<file path="src/rtl/shift_left_logical_seq.sv">
// Multi-cycle logical left shifter: one binary stage (1,2,4,8,16) per clock, ready/valid on both sides.
// Optional build macro SHIFT_EARLY_DONE_EN ends the SHIFT phase once no higher shamt bits remain.
module shift_left_logical_seq #(
  parameter int N   = 32,
  parameter int SHW = $clog2(N)
) (
  input  logic           clk,
  input  logic           rst,
  input  logic           in_valid,
  output logic           in_ready,
  input  logic [N-1:0]   in,
  input  logic [SHW-1:0] shamt,
  output logic           out_valid,
  input  logic           out_ready,
  output logic [N-1:0]   out,
  output logic           busy
);

  typedef enum logic [1:0] {
    IDLE  = 2'd0,
    SHIFT = 2'd1,
    DONE  = 2'd2
  } state_t;

  localparam logic [SHW-1:0] LAST_STAGE = SHW'(SHW - 1);

  state_t         state_q, state_d;
  logic [N-1:0]   data_q, data_d;
  logic [SHW-1:0] amt_q, amt_d;
  logic [SHW-1:0] stage_q, stage_d;
  logic [SHW:0]   stage_dist;
  logic           last_stage;

  assign stage_dist = (SHW+1)'(1) << stage_q;

`ifdef SHIFT_EARLY_DONE_EN
  // Remaining shamt bits above the current stage; zero means nothing left to shift.
  logic [SHW-1:0] amt_upper;
  assign amt_upper  = amt_q >> ({1'b0, stage_q} + (SHW+1)'(1));
  assign last_stage = (stage_q == LAST_STAGE) || (amt_upper == '0);
`else
  assign last_stage = (stage_q == LAST_STAGE);
`endif

  always_ff @(posedge clk or negedge rst) begin
    if (!rst) begin
      state_q <= IDLE;
      data_q  <= '0;
      amt_q   <= '0;
      stage_q <= '0;
    end else begin
      state_q <= state_d;
      data_q  <= data_d;
      amt_q   <= amt_d;
      stage_q <= stage_d;
    end
  end

  always_comb begin
    state_d = state_q;
    data_d  = data_q;
    amt_d   = amt_q;
    stage_d = stage_q;
    case (state_q)
      IDLE: begin
        if (in_valid) begin
          data_d  = in;
          amt_d   = shamt;
          stage_d = '0;
          state_d = SHIFT;
        end
      end
      SHIFT: begin
        if (amt_q[stage_q]) begin
          data_d = data_q << stage_dist;
        end
        stage_d = stage_q + SHW'(1);
        if (last_stage) begin
          state_d = DONE;
        end
      end
      DONE: begin
        if (out_ready) begin
          state_d = IDLE;
        end
      end
      default: state_d = IDLE;
    endcase
  end

  // Result comes straight from the data register, so out has no path from in/shamt.
  assign in_ready  = (state_q == IDLE);
  assign out_valid = (state_q == DONE);
  assign busy      = (state_q != IDLE);
  assign out       = data_q;

endmodule

</file>
<file path="config.mk">
export PLATFORM = sky130hd
export DESIGN_NAME = shift_left_logical_seq
export DESIGN_NICKNAME = d
export VERILOG_FILES = /design/src/rtl/shift_left_logical_seq.sv
export SDC_FILE = /design/constraint.sdc
export NUM_CORES = 1
export LEC_CHECK = 0
export CORE_ASPECT_RATIO = 1.25
export CORE_UTILIZATION = 48
export DETAILED_ROUTE_END_ITERATION = 7
export PLACE_DENSITY_LB_ADDON = 0.12
export SYNTH_ARGS = -nofsm -noshare
export SYNTH_HDL_FRONTEND = slang
export SYNTH_SLANG_ARGS = --single-unit
</file>
<file path="constraint.sdc">
create_clock -name clk -period 2.22 [get_ports clk]
set_input_delay 0.222 -clock clk [delete_from_list [all_inputs] [get_ports clk]]
set_output_delay 0.222 -clock clk [all_outputs]
set_load 0.1 [all_outputs]
</file>
Word-level counts from Yosys, hierarchy flattened
Index checks and enable logic that the tools add are counted.

word-level totals
  bits in registers = 44
  output and inout bits = 35
  input bits = 41
  logic and storage cells = 33

cells by class
  magnitude comparators = 1
  add/sub/neg operators = 1
  shift operators = 2
  mux-type cells = 11
  reductions and logical operators = 7
  equality and inequality tests = 7

operators with widths
  cell                                                                   count
  32-bit two-way mux                                                     2
  32-bit case mux with 2 select lines                                    1
  32-bit by 6-bit left shift with 32-bit output                          1
  5-bit case mux with 2 select lines                                     1
  2-bit two-way mux                                                      3
  2-bit != test (second input constant)                                  3
  2-bit case mux with 3 select lines                                     1
  3-bit AND reduction                                                    2
  1-bit by 5-bit left shift with 6-bit output (first input constant)     1
  5-bit by 1-bit adder with 5-bit output (second input constant)         1
  5-bit by 3-bit == test with 1-bit output (second input constant)       1
  5-bit by 4-bit < comparator with 1-bit output (second input constant)  1
  5-bit two-way mux                                                      1
  2-bit AND reduction                                                    2
  2-bit nonzero test                                                     2
  1-bit binary-select mux with 3-bit select                              1
  2-bit by 1-bit == test with 1-bit output (second input constant)       1
  2-bit == test (second input constant)                                  1
  2-bit zero test                                                        1
  2-bit by 1-bit != test with 1-bit output (second input constant)       1
  1-bit two-way mux                                                      1

Depth between registers and ports, before layout
Gate-level depths: netlist of the first run.

  depth in word-level cells = 4
  gate-level depth with buffers = 9
  gate-level depth less buffers = 5

Worst setup path after synthesis of the first run
No wires, ideal clock.

  path type = register -> output
  start point = register state_q[0]
  end point = output busy
  path buffers = 0
  data arrival time = 2.771 ns
  stages on the path, launching flop included = 3
  path slack = -0.773 ns
  data required time = 1.998 ns
  cells stage by stage = dfrtp_1 nor2_1 inv_1

between the ends
  cells in the longest elaborated chain, start to end = 1

ends and longest elaborated chain
  element                   RTL line  text
  start: declaration        27        state_t state_q, state_d;
  start signal: assignment  52        state_q <= state_d;
  2-bit nonzero test        94        assign busy = (state_q != IDLE);
  end: declaration          16        output logic busy

No other way between the ends.

Final worst setup path of the first run
  start point = register stage_q[3]
  end point = register data_q[19] (netlist: out[19])

between the ends
  cells in the longest elaborated chain, start to end = 4

ends and longest elaborated chain
  element                                        RTL line  text
  start: declaration                             30        logic [SHW-1:0] stage_q, stage_d;
  start signal: assignment                       55        stage_q <= stage_d;
  1-bit by 5-bit left shift with 6-bit output    34        assign stage_dist = (SHW+1)'(1) << stage_q;
  32-bit by 6-bit left shift with 32-bit output  75        data_d = data_q << stage_dist;
  32-bit two-way mux                             74        if (amt_q[stage_q]) begin
  32-bit case mux with 2 select lines            64        case (state_q)
  end signal: assignment                         53        data_q <= data_d;
  end: declaration                               28        logic [N-1:0] data_q, data_d;

No other way between the ends. The select of a mux whose other input is x is not followed.
A chain may end at the register's enable or synchronous reset.

==> results of run 1 <==
==> timing repair <==
item | 4_1_cts | 5_1_grt
pin swaps | 0 | 3
resized for setup | 6 | 26
buffers inserted | 0 | 3
setup endpoints to repair | 5 | 22
hold buffers | 1 | 0
hold endpoints to repair | 19 | 0
==> cell type report <==
type	count	area (um^2)
multi-input cells	339	2390
fillers	632	2330
repair buffers	145	1280
flip-flops and latches	44	1110
well taps	92	115
clock buffers	6	72.6
clock inverters	2	35.0
inverters	7	26.3
==> per-layer routing <==
layer  global-route usage [%]  vias to the layer above
met5                        0                        -
met4                     19.6                        0
met3                     5.69                       60
met2                     60.2                      250
met1                     45.5                     1980
li1                         -                     1849
==> final timing paths <==
path,to,cells after the start,slack [ns],from
min reg2reg,amt_q[0],1,0.52,amt_q[0]
max reg2reg,out[19],7,0.04,stage_q[3]
max,out[19],7,0.04,stage_q[3]
min in group clk,out[16],3,0.47,in[16]
max in group asynchronous,stage_q[4],3,1.24,rst
min,out[23],2,0.42,rst
==> critical path, stage by stage, from the launching register on <==
cell	delay, ns
sky130_fd_sc_hd__dfrtp_2	0.47
sky130_fd_sc_hd__nor4_4	0.30
sky130_fd_sc_hd__buf_6	0.20
sky130_fd_sc_hd__buf_4	0.13
sky130_fd_sc_hd__mux4_2	0.48
sky130_fd_sc_hd__nand2_1	0.08
sky130_fd_sc_hd__a41oi_1	0.12
sky130_fd_sc_hd__mux2_4	0.29
==> through the flow <==
stage	std cells	area, um^2	hold slack (ns)	setup TNS, ns
2_1_floorplan	430	3640	-0.0736	0
3_3_place_gp	623	4770	0.229	-0.162
3_5_place_dp	623	4770	0.236	-0.233
4_1_cts	632	4900	0.444	0
5_1_grt	635	5030	0.464	-0.115
6_report	635	5030	0.423	0
==> sequential cells by signal, summed over array words and instances (netlist names) <==
register and cells:
out 32, amt_q 5, stage_q 5, state_q 2
==> cells by family (layout without fill, tap and decap cells) <==
logic type	Yosys count	count (layout)
adder cells (fa/ha/maj)	2	2
buffers and inverters	47	160
AND/OR/NAND/NOR	149	149
AO/OA/AOI/OAI	128	128
XOR/XNOR	2	2
multiplexers	58	58
flip-flops	44	44
==> Yosys cell counts, drive strengths merged (2+ instances only) <==
master,instances
nor3,9
a31oi,21
ha,2
nand3,12
a211oi,15
a221oi,8
nand2b,4
o31ai,6
buf,25
clkbuf,15
or4,2
a41oi,5
and2,5
mux2i,35
dfrtp,44
nand4,2
nor2b,3
or4b,2
o2bb2ai,2
o211ai,6
a22oi,4
nand2,54
nor4,2
a2111oi,2
or3,3
o22ai,4
a222oi,2
o221ai,2
inv,7
a32oi,4
nor4b,2
o21ai,23
a21oi,16
nor2,47
xor2,2
mux2,22
==> metrics.md, run 1 <==
| Metric | Value |
|---|---|
| Worst Path Arrival | 2.38 ns |
| YS warnings | 0 |
| Synth Flop Type | sky130_fd_sc_hd__dfrtp_1 |
| Die X-Extent | between 70 and 80 um |
| Top fanout value on the critical path | 10 |
| CTS Sinks | 44 |
| Gate Count Post-Synth | between 400 and 500 |
| Share of the synthesized area in compound gates (AO/OA/AOI/OAI) | 24.6% |
| Share of final-layout standard cells stronger than drive strength 1 | 30.6% |
| Number of distinct library cell variants in the gate-level netlist after synthesis | between 50 and 60 |
| Worst setup path category | reg2reg |
| Drc violations | 0 |
| Highest achievable clock rate | approximately 0.46 GHz |
| Sequential fraction of the synthesis area | between 30% and 40% |
| Final net count | approximately 600 |
| I/O pin count | between 70 and 80 |
| Total routed wire length on the met1 layer | approximately 5.5 mm |
| Post-synthesis xor/xnor area fraction | less than 1% |
| Via total after detailed routing | 4139 |
| Crit path capture type | register |
| Commonest non-fill, non-tap cells in the layout | 94 x sky130_fd_sc_hd__buf_4, 53 x sky130_fd_sc_hd__nand2_1, 43 x sky130_fd_sc_hd__nor2_1, 40 x sky130_fd_sc_hd__dfrtp_1, 39 x sky130_fd_sc_hd__clkdlybuf4s50_1 |
| Average instance area after synthesis | about 8.4 um^2 |
| Global route overflow | 0 |
| Number of CTS-inserted buffers | 5 |
| Final standard cell utilization of the core | approximately two thirds |
| Inserted Diodes | 0 |
| # Max-Cap Violations | 0 |
| Placeable core area | 7360 um^2 |
| Area delta synth->final | 38.5% |
| Largest family of logic cells by synthesized area | compound AO/OA/AOI/OAI gates |
| Vias in the first global route | between 4000 and 5000 |
| First-pass GRT wire length | roughly 22 mm |
| Total Die Area | 7920 um^2 |
| DRT Wirelength | 13.9 mm |
| Skew-Pair Late Insertion Delay | about 0.31 ns |
| Met2 wirelength from detailed routing | between 6 and 7 mm |
| Unrepaired setup endpoints after global routing | true |
| Synth area leader | sky130_fd_sc_hd__dfrtp_1 |
| Post-Place Setup Slack | -0.121 ns |
| Number of placement rows | 35 |
| Routability congestion estimate from global placement | roughly 1 |
| Area share of the largest cell type after synthesis | between 30% and 40% |
| Maximum number of pins on one net before global-route repair | 26 |
| Post-route antenna net violation count | 0 |
| Met3 Wirelength | between 1 and 1.5 mm |
| CTS tree | yes |
| Number of failing setup endpoints in the final timing report | 0 |
| CTS max path bufs | 2 |
| Startpoint kind of the worst setup timing path | register |
| Post-Syn Nets | 473 |
| WL/cell | ~22 um |
| Drt first-iter violations | 370 |
| Antenna violations before repair | 0 |
| Worst clock skew on the final layout | 0.0132 ns |
| Mux cell area share after synthesis | approximately 17% |
| Placed wire-length estimate | roughly 10 mm |
| Post-synthesis cell area | 3630 um^2 |
| Flip-flop and latch count after synthesis | 44 |
| Total GRT Usage | about 37% |
| Adder-Cell Fraction of Synth Area | less than 1% |
| Required time at the worst-slack endpoint | 2.42 ns |
| Via density per instance | about 6.5 |
| Share of the clock period used by the worst path after layout | between 90% and 100% |
| DR pass1 iterations | 5 |
| Leading cell type in the layout, fill and taps excluded | sky130_fd_sc_hd__buf_4 |
| Number of H-tree levels | 2 |
| Die Ht | ~99 um |
| Remaining max-slew budget at the tightest pin | between 60% and 70% |
| Count of final hold-check violations | 0 |
| Run status | completed |
| Root Buffer | sky130_fd_sc_hd__clkbuf_8 |
| Clock slew seen by the registers of the worst setup and hold paths | ~0.09 ns |
| Worst slew pin tran | 0.594 ns |
| Highest routed layer | met4 |
| Hold crit path type | in2async |
| Final critical path time including I/O delays and setup | approximately 2.2 ns |
| Post-synth EDFFs | 0 |
| Worst setup margin | ~0.035 ns |
| Cells taking the most area after synthesis | sky130_fd_sc_hd__dfrtp_1 30%, sky130_fd_sc_hd__mux2i_1 9.7%, sky130_fd_sc_hd__mux2_2 6.8% |
| Max-slew violation count | 0 |
| Port bufs | 75 |
| Synth Area in Simple Gates | between 10% and 20% |
| Effective utilization at floorplan | ~50% |
| Post-synthesis async set-or-reset flop share | between 90% and 100% |
Power of run 1 is not shown: default switching activity piles up to over one toggle a cycle in this logic, so the estimate is an artifact.
==> run 2, diff against run 1 <==
--- a/config.mk
+++ b/config.mk
@@ -7,6 +7,7 @@
 export LEC_CHECK = 0
 export CORE_ASPECT_RATIO = 1.25
 export CORE_UTILIZATION = 48
+export CTS_CLUSTER_DIAMETER = 150
 export DETAILED_ROUTE_END_ITERATION = 7
 export PLACE_DENSITY_LB_ADDON = 0.12
 export SYNTH_ARGS = -nofsm -noshare
==> results of run 2 <==
Final layout, timing and power as in run 1 (identical DEF).
Power of run 2 is left out for the same reason.
==> run 3, diff against run 2 <==
--- a/config.mk
+++ b/config.mk
@@ -9,6 +9,7 @@
 export CORE_UTILIZATION = 48
 export CTS_CLUSTER_DIAMETER = 150
 export DETAILED_ROUTE_END_ITERATION = 7
+export HOLD_SLACK_MARGIN = 0.02
 export PLACE_DENSITY_LB_ADDON = 0.12
 export SYNTH_ARGS = -nofsm -noshare
 export SYNTH_HDL_FRONTEND = slang
==> constraint.sdc (replaced) <==
create_clock -name clk -period 2.22 [get_ports clk]
set_input_delay 0.222 -clock clk [delete_from_list [all_inputs] [get_ports clk]]
set_output_delay 0.222 -clock clk [all_outputs]
set_load 0.005 [all_outputs]
==> run 3 against run 2 <==
Against the previous run:
- hold slack improved by 0.033 ns
- clock skew fell by 0.00094 ns
- via count fell by 0.80%
- global-route usage decreased by 0.47 points
- sequential cell count stayed put
==> metrics.md, run 3 (synthesis results as in run 1) <==
| Metric | Value |
|---|---|
| Worst setup path category | reg2reg |
| Share of the clock period used by the worst path after layout | roughly 98% |
| Root Buffer | sky130_fd_sc_hd__clkbuf_8 |
| # Max-Cap Violations | 0 |
| Worst supply voltage drop on vdd | around 1.1 mV |
| Required time at the worst-slack endpoint | around 2.5 ns |
| Post-route antenna net violation count | 0 |
| Via total after detailed routing | 4106 |
| Unrepaired setup endpoints after global routing | true |
| CTS tree | yes |
| CTS Sinks | 44 |
| Remaining max-slew budget at the tightest pin | about 56% |
| First-pass GRT wire length | about 21 mm |
| Antenna violations before repair | 0 |
| Drt first-iter violations | 351 |
| Highest achievable clock rate | ~0.46 GHz |
| Number of failing setup endpoints in the final timing report | 0 |
| Power per Cell Area | slightly above 2000 nW/um^2 |
| Count of final hold-check violations | 0 |
| Skew-Pair Late Insertion Delay | 0.31 ns |
| Die X-Extent | ~80 um |
| Share of final-layout standard cells stronger than drive strength 1 | between 20% and 30% |
| I/O pin count | 76 |
| Die Ht | ~99 um |
| Effective utilization at floorplan | 49.3% |
| Final critical path time including I/O delays and setup | approximately 2.2 ns |
| Commonest non-fill, non-tap cells in the layout | 74 x sky130_fd_sc_hd__clkdlybuf4s50_1, 58 x sky130_fd_sc_hd__buf_4, 51 x sky130_fd_sc_hd__nand2_1, 45 x sky130_fd_sc_hd__nor2_1, 39 x sky130_fd_sc_hd__dfrtp_1 |
| DRT Wirelength | between 10 and 15 mm |
| WHS | 0.456 ns |
| Worst Path Arrival | about 2.4 ns |
| Cell with the biggest individual delay on the critical path | sky130_fd_sc_hd__dfrtp_4 |
| Run status | completed |
| Largest register FFs | 32 |
| Placed wire-length estimate | roughly 10 mm |
| Leading cell type in the layout, fill and taps excluded | sky130_fd_sc_hd__clkdlybuf4s50_1 |
| CTS max path bufs | 2 |
| Crit path capture type | register |
| Number of H-tree levels | 2 |
| Startpoint kind of the worst setup timing path | register |
| Routability congestion estimate from global placement | ~1.0 |
| Worst stage delay on the critical path | around 0.59 ns |
| WL/cell | about 22 um |
| Cell depth of the worst flop-to-flop path | 6 |
| Hold crit path type | in2async |
| Area delta synth->final | 43.0% |
| Post-Place Setup Slack | -0.0220 ns |
| Via density per instance | 6.47 |
| Final net count | 585 |
| DR pass1 iterations | 5 |
| Vias in the first global route | between 3000 and 4000 |
| Worst clock skew on the final layout | between 0.01 and 0.015 ns |
| Total GRT Usage | between 30% and 40% |
| Cell Count Post-Placement | between 600 and 700 |
| Placeable core area | 7360 um^2 |
| Worst slew pin tran | 0.663 ns |
| Max-slew violation count | 0 |
| Total Die Area | around 7900 um^2 |
| Worst setup margin | 0.0345 ns |
| Global route overflow | 0 |
| Standby leakage power | approximately 2.1 nW |
| Drc violations | 0 |
| Port bufs | between 70 and 80 |
| Worst-path cell chain | buf_4 -> nor3_1 -> nand3_1 -> a31oi_1 -> o21ai_0 -> a31oi_1 |
| Setup Total Neg Slack | 0 ns |
| Clock slew seen by the registers of the worst setup and hold paths | 0.09 ns |
| Top fanout value on the critical path | 16 |
| Non-filler cells, final | ~640 |
| Maximum number of pins on one net before global-route repair | 38 |
| Inserted Diodes | 0 |
| Cell repeated most along the worst path | sky130_fd_sc_hd__a31oi_1 |
| Number of placement rows | 35 |
| Number of CTS-inserted buffers | 5 |
run 3: cell types whose count changed in the layout (fill, tap and decap cells not counted), sizes merged:
| cell | before | now |
|---|---|---|
| buf | 105 | 69 |
| clkdlybuf4s50 | 39 | 74 |
| clkbuf | 6 | 8 |
| clkinv | 1 | 0 |
| clkinvlp | 0 | 1 |
| inv | 7 | 6 |
run 3: worst max-delay path: cells and delay by family, from the launching register on:
kind | cells | cell delay (ns)
AO/OA/AOI/OAI | 3 | 0.78
AND/OR/NAND/NOR | 2 | 0.56
flip-flops | 1 | 0.59
buffers and inverters | 1 | 0.19
run 3: worst paths after layout:
kind	startpoint	to	slack, ns
worst max register to register	stage_q[0]	out[16]	0.03
min in group clk	in[11]	out[11]	0.46
max in group asynchronous	rst	stage_q[3]	1.00
worst min-delay path	rst	out[22]	0.46
worst min register to register	amt_q[3]	amt_q[3]	0.51
worst max-delay path	stage_q[0]	out[16]	0.03
run 3: routing by layer:
layer | global-route usage [%] | wire [um] | up-vias
met5 | 0 | 0 | -
met4 | 21.4 | 704 | 0
met3 | 5.14 | 1070 | 56
met2 | 59.3 | 6860 | 248
met1 | 44.5 | 5490 | 1966
li1 | - | - | 1836
run 3: area by class of cell:
cell class	count	area, um^2
inverters	7	30.0
fillers	615	2170
well taps	92	115
clock buffers	7	96.3
clock inverters	1	30.0
flip-flops and latches	44	1110
repair buffers	145	1380
multi-input cells	339	2430
run 3: per-stage QoR:
stage | cell area, um^2 | total power [mW] | util [%]
finish | 5190 | 10.6 | 70.5
global route | 5190 | 11.2 | 70.5
CTS | 4890 | 9.59 | 66.5
detailed placement | 4750 | 8.85 | 64.6
floorplan | 3630 | 5.99 | -
global placement | 4750 | 8.76 | 64.6
run 3: power breakdown:
group | internal, mW | leakage (nW) | switching (mW) | total [mW]
clock | 0.398 | 0.0645 | 0.309 | 0.706
combinational | 3.84 | 1.49 | 4.17 | 8.01
sequential | 1.24 | 0.519 | 0.657 | 1.89
total | 5.48 | 2.07 | 5.13 | 10.6
run 3: repair_timing:
action	CTS	global route
endpoints found under the hold margin	24	0
buffers inserted	0	15
setup endpoints to repair	9	26
gates cloned	0	1
pin swaps	1	9
resized for setup	4	39
hold buffers	1	0
(Power assumes the default switching activity.)
